==> src/rtl/wb_trace_pkg.sv <==
// wb_trace_pkg: shared widths, channel-width helper and default entry layout for wb_trace_buffer
package wb_trace_pkg;
  localparam int DROP_W = 16;
  localparam int DEF_NUM_CH = 2;
  localparam int DEF_ADDR_W = 4;
  localparam int DEF_DATA_W = 16;
  localparam int DEF_PC_W = 16;
  function automatic int ch_w(input int n);
    return n > 1 ? $clog2(n) : 1;
  endfunction
  typedef struct packed {
    logic [ch_w(DEF_NUM_CH)-1:0] ch;
    logic [DEF_ADDR_W-1:0] addr;
    logic [DEF_DATA_W-1:0] data;
    logic [DEF_PC_W-1:0] pc;
`ifdef WB_TRACE_TIMESTAMP_EN
    logic [31:0] ts;
`endif
  } entry_t;
endpackage

==> src/rtl/wb_trace_pack.sv <==
// wb_trace_pack: compacts active writeback channels into ordered slots 0..k-1 with per-channel pc estimate
module wb_trace_pack
  import wb_trace_pkg::*;
#(
  parameter int NUM_CH = 2,
  parameter int ADDR_W = 4,
  parameter int DATA_W = 16,
  parameter int PC_W = 16,
  parameter int PC_OFS_BASE = 6,
  localparam int CH_W = ch_w(NUM_CH),
  localparam int KW = $clog2(NUM_CH + 1)
) (
  input  logic                     capture_en,
  input  logic [NUM_CH-1:0]        wb_en,
  input  logic [NUM_CH*ADDR_W-1:0] wb_addr,
  input  logic [NUM_CH*DATA_W-1:0] wb_data,
  input  logic [PC_W-1:0]          pc_fetch,
  output logic [CH_W-1:0]          slot_ch   [NUM_CH],
  output logic [ADDR_W-1:0]        slot_addr [NUM_CH],
  output logic [DATA_W-1:0]        slot_data [NUM_CH],
  output logic [PC_W-1:0]          slot_pc   [NUM_CH],
  output logic [KW-1:0]            k
);
  int n;
  always_comb begin
    n = 0;
    for (int j = 0; j < NUM_CH; j++) begin
      slot_ch[j] = '0;
      slot_addr[j] = '0;
      slot_data[j] = '0;
      slot_pc[j] = '0;
    end
    for (int i = 0; i < NUM_CH; i++) begin
      if (capture_en && wb_en[i]) begin
        for (int j = 0; j < NUM_CH; j++) begin
          if (j == n) begin
            slot_ch[j] = CH_W'(i);
            slot_addr[j] = wb_addr[i*ADDR_W +: ADDR_W];
            slot_data[j] = wb_data[i*DATA_W +: DATA_W];
            slot_pc[j] = pc_fetch - PC_W'(PC_OFS_BASE - i);
          end
        end
        n = n + 1;
      end
    end
    k = KW'(n);
  end
endmodule

==> src/rtl/wb_trace_buffer.sv <==
// wb_trace_buffer: writeback trace FIFO (fall-through read, drop counting); WB_TRACE_TIMESTAMP_EN adds rd_ts
module wb_trace_buffer
  import wb_trace_pkg::*;
#(
  parameter int NUM_CH = 2,
  parameter int ADDR_W = 4,
  parameter int DATA_W = 16,
  parameter int PC_W = 16,
  parameter int DEPTH = 16,
  parameter int PC_OFS_BASE = 6
) (
  input  logic                         clk,
  input  logic                         rst,
  input  logic                         capture_en,
  input  logic [NUM_CH-1:0]            wb_en,
  input  logic [NUM_CH*ADDR_W-1:0]     wb_addr,
  input  logic [NUM_CH*DATA_W-1:0]     wb_data,
  input  logic [PC_W-1:0]              pc_fetch,
  input  logic                         rd_en,
  output logic                         rd_valid,
  output logic [ch_w(NUM_CH)-1:0]      rd_ch,
  output logic [ADDR_W-1:0]            rd_addr,
  output logic [DATA_W-1:0]            rd_data,
  output logic [PC_W-1:0]              rd_pc,
`ifdef WB_TRACE_TIMESTAMP_EN
  output logic [31:0]                  rd_ts,
`endif
  output logic [$clog2(DEPTH+1)-1:0]   count,
  output logic                         full,
  output logic [DROP_W-1:0]            drop_cnt
);
  localparam int CH_W = ch_w(NUM_CH);
  localparam int KW = $clog2(NUM_CH + 1);
  localparam int CW = $clog2(DEPTH + 1);
  localparam int PW = DEPTH > 1 ? $clog2(DEPTH) : 1;
  typedef struct packed {
    logic [CH_W-1:0] ch;
    logic [ADDR_W-1:0] addr;
    logic [DATA_W-1:0] data;
    logic [PC_W-1:0] pc;
`ifdef WB_TRACE_TIMESTAMP_EN
    logic [31:0] ts;
`endif
  } entry_t;
  entry_t mem [DEPTH];
  entry_t slot [NUM_CH];
  entry_t head;
  logic [CH_W-1:0] slot_ch [NUM_CH];
  logic [ADDR_W-1:0] slot_addr [NUM_CH];
  logic [DATA_W-1:0] slot_data [NUM_CH];
  logic [PC_W-1:0] slot_pc [NUM_CH];
  logic [KW-1:0] k, wr, lost;
  logic [CW-1:0] free, acc;
  logic [PW-1:0] wr_ptr, rd_ptr;
  logic [DROP_W:0] drop_sum;
  logic pop;
`ifdef WB_TRACE_TIMESTAMP_EN
  logic [31:0] ts;
`endif
  wb_trace_pack #(
    .NUM_CH(NUM_CH), .ADDR_W(ADDR_W), .DATA_W(DATA_W), .PC_W(PC_W), .PC_OFS_BASE(PC_OFS_BASE)
  ) u_pack (
    .capture_en(capture_en), .wb_en(wb_en), .wb_addr(wb_addr), .wb_data(wb_data), .pc_fetch(pc_fetch),
    .slot_ch(slot_ch), .slot_addr(slot_addr), .slot_data(slot_data), .slot_pc(slot_pc), .k(k)
  );
  always_comb begin
    for (int j = 0; j < NUM_CH; j++) begin
`ifdef WB_TRACE_TIMESTAMP_EN
      slot[j] = {slot_ch[j], slot_addr[j], slot_data[j], slot_pc[j], ts};
`else
      slot[j] = {slot_ch[j], slot_addr[j], slot_data[j], slot_pc[j]};
`endif
    end
  end
  assign free = CW'(DEPTH) - count;
  assign acc = CW'(k) <= free ? CW'(k) : free;
  assign wr = KW'(acc);
  assign lost = k - wr;
  assign pop = rd_en && rd_valid;
  assign drop_sum = {1'b0, drop_cnt} + (DROP_W + 1)'(lost);
  assign rd_valid = count != '0;
  assign full = count == CW'(DEPTH);
  assign head = rd_valid ? mem[rd_ptr] : '0;
  assign rd_ch = head.ch;
  assign rd_addr = head.addr;
  assign rd_data = head.data;
  assign rd_pc = head.pc;
`ifdef WB_TRACE_TIMESTAMP_EN
  assign rd_ts = head.ts;
`endif
  always_ff @(posedge clk) begin
    for (int j = 0; j < NUM_CH; j++)
      if (!rst && KW'(j) < wr) mem[wr_ptr + PW'(j)] <= slot[j];
  end
  always_ff @(posedge clk) begin
    if (rst) begin
      wr_ptr <= '0;
      rd_ptr <= '0;
      count <= '0;
      drop_cnt <= '0;
`ifdef WB_TRACE_TIMESTAMP_EN
      ts <= '0;
`endif
    end else begin
      wr_ptr <= wr_ptr + PW'(wr);
      rd_ptr <= rd_ptr + PW'(pop);
      count <= count + CW'(wr) - CW'(pop);
      drop_cnt <= drop_sum[DROP_W] ? '1 : drop_sum[DROP_W-1:0];
`ifdef WB_TRACE_TIMESTAMP_EN
      ts <= ts + 32'd1;
`endif
    end
  end
endmodule

==> config.mk <==
export PLATFORM = sky130hd
export DESIGN_NAME = wb_trace_buffer
export DESIGN_NICKNAME = d
export VERILOG_FILES = /design/src/rtl/wb_trace_pkg.sv /design/src/rtl/wb_trace_pack.sv /design/src/rtl/wb_trace_buffer.sv
export SDC_FILE = /design/constraint.sdc
export NUM_CORES = 1
export LEC_CHECK = 0
export ABC_AREA = 1
export ABC_CLOCK_PERIOD_IN_PS = 11650
export BUFFER_PORTS_ARGS = -buffer_cell sky130_fd_sc_hd__buf_2
export CORE_MARGIN = 2
export CORE_UTILIZATION = 30
export DETAILED_ROUTE_END_ITERATION = 12
export GPL_ROUTABILITY_DRIVEN = 0
export PLACE_DENSITY_LB_ADDON = 0.15
export SLEW_MARGIN = 5
export SYNTH_ARGS = -nofsm -noshare
export SYNTH_HDL_FRONTEND = slang
export SYNTH_HIERARCHICAL = 1
export SYNTH_SLANG_ARGS = --single-unit
==> constraint.sdc <==
create_clock -name clk -period 11.65 [get_ports clk]
set_input_delay 2.33 -clock clk [delete_from_list [all_inputs] [get_ports clk]]
set_output_delay 2.33 -clock clk [all_outputs]
set_load 0.02 [all_outputs]
==> reports/summary.txt, run 1 <==
outcome -> finished, final reports clean
n_diodes -> 0
Slew @ Worst Pin -> 1.34 ns
Avg WL per Cell -> 25.7 um
power per cell area -> 182 nW/um^2
IO buf count -> 121
layout cells sized above 1 -> 10.0%
Synth async-reset ratio -> 0%
Final Hold Violating Endpoints -> 0
Post-Syn Area -> 37000 um^2
vias in the first global route -> 31388
PnR worst setup slack -> 4.32 ns
I/O pin total -> 122
sequential element share of the synthesized area -> 49.7%
Worst Hold Slack -> 0.478 ns
chip width -> 355 um
total number of vias -> 33316
worst hold path type -> reg2reg
RSZ-0062 raised after global routing -> no
Skew-Pair Late Insertion Delay -> 0.67 ns
VDD IR max -> 106 uV
die outline height -> 355 um
clock buffer depth -> 3
pin count of the biggest net entering global routing -> 166
maximum clock frequency -> 136 MHz
clk sinks -> 621
setup bufs post-CTS -> 0
Slew headroom -> 10.2%
Die ar. -> 126000 um^2
CTS Root Cell -> clkbuf_16
synthesized instance count -> 4514
Yosys reg bits -> 621
initial antenna violation count -> 3
Commonest cells post-synth -> nand2_1, nand4_1, edfxtp_1, nor2_1, o21ai_0
Worst-path clk slew -> 0.06 ns
Yosys Warn Count -> 6
final wirelength -> 153 mm
max cap viols -> 0
Final #Nets -> 4335
Setup-failing EPs final -> 0
area delta synth->final -> 9.17%
CP startpoint kind -> input port
synth top area cells -> edfxtp_1, nand2_1, nand4_1
Syn Area/Cell -> 8.19 um^2
fin crit share -> 62.9%
PostCTS Resize Cnt -> 0
Initial DRC Count -> 3559
Fin Setup TNS -> 0 ns
Final Critical Period -> 7.33 ns
Max Clock Skew -> 0.0369 ns
effective utilization at floorplan -> 30.3%
first-pass GRT wire length -> 223 mm
WP data arrival -> 7.60 ns
Post-Place Worst Slack -> 3.82 ns
vias per cell -> 5.62
site row count -> 128
CTS H-tree lvls -> 3
post-DP HPWL -> 81.9 mm
ys flop type -> edfxtp_1
Remaining Overflow, GRT -> 0
LEAKAGE -> 15.7 nW
TritonCTS clock tree -> done
number of remaining DRC errors -> 0
Post-DRT Antenna Nets -> 0
GRT Overall Usage -> 23.5%
area leader, netlist -> edfxtp_1
CP endpoint kind -> register
Final Max Slew Viols -> 0
most common cell in the netlist -> nand2_1
number of enable flip-flop cells after synthesis -> 592
Synthesized Nets -> 4606
DRT Pass-1 Iters -> 6
post-synth top area share -> 48.1%
crit-path max FO -> 157
Post-CTS Hold Fix Bufs -> 0
CTS Buf Count -> 75
Placeable Area -> 122000 um^2
Distinct cells, synth -> 38
critical path type -> in2reg
WP data required -> 11.93 ns
==> kinds of logic after synthesis <==
group                      count (synthesis)  synth area share, %
AOI/OAI and AO/OA                        579                 8.87
xor gates and xnor gates                  20                0.494
DFF                                      621                 49.7
adders and majority gates                 30                 1.08
buffers and inverters                    655                 8.46
and+or+nand+nor                         2609                 31.4
==> critical path, stage by stage <==
cell	delay, ns
buf_2	0.09
nand2_2	0.14
inv_2	0.57
ha_1	0.27
buf_4	0.29
ha_1	0.31
nand2_1	0.08
nand2_1	0.05
nand2_1	0.09
nor2_4	0.05
nand3_2	0.08
nand2_2	0.09
nand2_8	0.56
buf_12	0.49
nand3_4	0.79
nand2_4	0.85
==> sequential cells by signal (all words and copies together) (netlist names) <==
register,flops
count,5
drop_cnt,16
mem,592
rd_ptr,4
wr_ptr,4
==> path summary, 6_finish.rpt <==
path / start / to / slack (ns) / cells past startpoint
min: drop_cnt[12] / drop_cnt[12] / 0.48 / 2
min reg2reg: drop_cnt[12] / drop_cnt[12] / 0.48 / 2
max: capture_en / mem[12][18] / 4.32 / 16
max reg2reg: count[0] / mem[12][18] / 6.42 / 13
==> stage by stage <==
stage               area (um^2)  total power [W]  instances  util [%]
detailed placement        38000          0.00506       5791      31.2
global route              40300          0.00763       5927      33.1
finish                    40300          0.00733       5927      33.1
global placement          38000          0.00506       5791      31.2
floorplan                 37000          0.00419       4514         -
CTS                       40300          0.00735       5927      33.1
==> metal layers <==
metal / routed length, um / GRT usage [%] / vias to the layer above
li1: - / - / 15173
met1: 68400 / 33.9 / 16572
met2: 69900 / 37.3 / 1368
met3: 10900 / 2.69 / 199
met4: 3340 / 6.43 / 4
met5: 27 / 0 / -
==> cells in the final DEF, fill, tap and decap left out, drive strengths merged, types with 27 or more instances in the layout <==
master / count
inv: 106
clkinv: 35
buf: 203
nand2: 1354
nand4: 597
o211ai: 145
o21ai: 371
ha: 27
nor2: 536
a21oi: 56
edfxtp: 592
clkbuf: 95
dfxtp: 29
nand3: 113
==> cell type report <==
cell class,count,area (um^2)
fill,12715,81700
inverter,104,407
tap,1625,2030
timing repair buffer,203,1270
multi-input combinational,3238,16000
clock inverter,41,293
sequential,621,18400
clock buffer,95,2000
==> report_power, final <==
| group | internal (W) | switching (W) |
|---|---|---|
| clock network | 0.00128 | 0.00103 |
| logic | 0.000549 | 0.00181 |
| registers | 0.00258 | 0.0000758 |
No activity file was read; power rests on OpenSTA's default activity.
==> run 2: changes to the inputs <==
ABC_CLOCK_PERIOD_IN_PS = 7000   (was 11650)
clock period = 7 ns   (was 11.65 ns; I/O delays follow)
==> run 2 against run 1 <==
Against the previous run:
- first-iteration DRC count increased by 6.1%
- sequential cell count unchanged
- utilization increased by 0.16 points
- count of clock-buffer cells in the layout increased by 13
- final area increased by 0.48%
- non-clock buffer count increased by 29
- wire length increased by 6.5%
- setup slack got worse by 2.7 ns
- register-to-register slack got worse by 3.7 ns
- critical path type is now reg2out
- critical endpoint is now rd_pc[10]
- largest cell class unchanged
- largest power group unchanged
==> reports/summary.txt, run 2 (synthesized netlist as in run 1, its figures left out) <==
Biggest register -> mem
commonest non-fill, non-tap cell in the layout -> nand2_1
TritonCTS clock tree -> done
CTS Root Cell -> clkbuf_16
effective utilization at floorplan -> 30.3%
Post-CTS Hold Fix Bufs -> 0
Die ar. -> 126000 um^2
outcome -> finished, final reports clean
worst hold path type -> reg2reg
CP startpoint kind -> register
layout cells sized above 1 -> 9.79%
fin crit share -> 76.7%
Post-DRT Antenna Nets -> 0
Skew-Pair Late Insertion Delay -> 0.63 ns
chip width -> 355 um
Fin Setup TNS -> 0 ns
Final Hold Violating Endpoints -> 0
Max Clock Skew -> 0.0198 ns
Regs by FF count -> mem (592), drop_cnt (16), count (5)
DRT Pass-1 Iters -> 6
initial antenna violation count -> 1
most frequent cells in the layout -> nand2_1, nand4_1, edfxtp_1, nor2_1, o21ai_0
critical path type -> reg2out
WP data arrival -> 3.97 ns
CTS Buf Count -> 75
LEAKAGE -> 15.9 nW
GRT Overall Usage -> 25.0%
total number of vias -> 33933
final instance area -> 40500 um^2
final wirelength -> 162 mm
Avg WL per Cell -> 27.3 um
WP data required -> 5.60 ns
crit-path max FO -> 72
Worst-path clk slew -> 0.06 ns
Cell Area, Placed -> 38200 um^2
vias in the first global route -> 31775
Slew @ Worst Pin -> 1.38 ns
first-pass GRT wire length -> 232 mm
CP endpoint kind -> primary output
Post-Place Worst Slack -> 1.46 ns
maximum clock frequency -> 186 MHz
area delta synth->final -> 9.69%
PnR worst setup slack -> 1.63 ns
vias per cell -> 5.70
die outline height -> 355 um
max reg flops -> 592
Final #Nets -> 4364
Setup-failing EPs final -> 0
max cap viols -> 0
Slew headroom -> 7.49%
Tot Pwr -> 0.0124 W
clock buffer depth -> 3
I/O pin total -> 122
Filler cells -> 12769
power per cell area -> 305 nW/um^2
CTS H-tree lvls -> 3
Remaining Overflow, GRT -> 0
Placeable Area -> 122000 um^2
PostCTS Resize Cnt -> 0
IO buf count -> 121
site row count -> 128
post-DP HPWL -> 84.4 mm
clk sinks -> 621
VDD IR max -> 217 uV
number of remaining DRC errors -> 0
setup bufs post-CTS -> 0
pin count of the biggest net entering global routing -> 186
RSZ-0062 raised after global routing -> no
Initial DRC Count -> 3777
Final Max Slew Viols -> 0
Final Critical Period -> 5.37 ns
[run 2: worst paths after layout]
kind	startpoint	to	slack (ns)	cells past startpoint
min	wr_ptr[3]	wr_ptr[3]	0.52	1
max reg2reg	count[0]	drop_cnt[9]	2.73	22
min reg2reg	wr_ptr[3]	wr_ptr[3]	0.52	1
max	rd_ptr[0]	rd_pc[10]	1.63	6
[run 2: final cells by class]
cell class | instances | area [um^2] | share of cell area (%)
antenna | 1 | 2.50 | 0.00617
clock buffer | 108 | 2160 | 5.32
clock inverter | 26 | 188 | 0.463
inverter | 104 | 412 | 1.02
multi-input combinational | 3238 | 15900 | 39.1
sequential | 621 | 18400 | 45.3
tap | 1625 | 2030 | 5.02
timing repair buffer | 232 | 1510 | 3.74
[run 2: power breakdown]
group          internal, W  switching (W)  total [W]  leakage [nW]
registers          0.00430       0.000139    0.00444          5.68
clock network      0.00224        0.00166    0.00390          1.14
logic             0.000931        0.00310    0.00403          9.07
[run 2: stage by stage]
stage,utilization (%),cells,hold WS (ns)
floorplan,-,4514,0.455
global placement,31.3,5820,0.480
detailed placement,31.3,5820,0.508
CTS,33.2,5954,0.518
global route,33.2,5954,0.543
finish,33.2,5955,0.515
[run 2: per-layer routing]
metal,up-vias,routed length [um],global-route usage (%)
met5,-,10,0
met4,2,4240,7.24
met3,276,12800,3.51
met2,1608,73900,39.8
met1,16824,71500,35.4
li1,15223,-,-
[run 2: critical path, stage by stage, from the launching register on]
cell      delay [ns]
dfxtp_4         0.89
buf_4           0.83
o21ai_0         0.24
o211ai_1        0.24
nand3_1         0.10
a21oi_1         0.64
buf_2           0.29
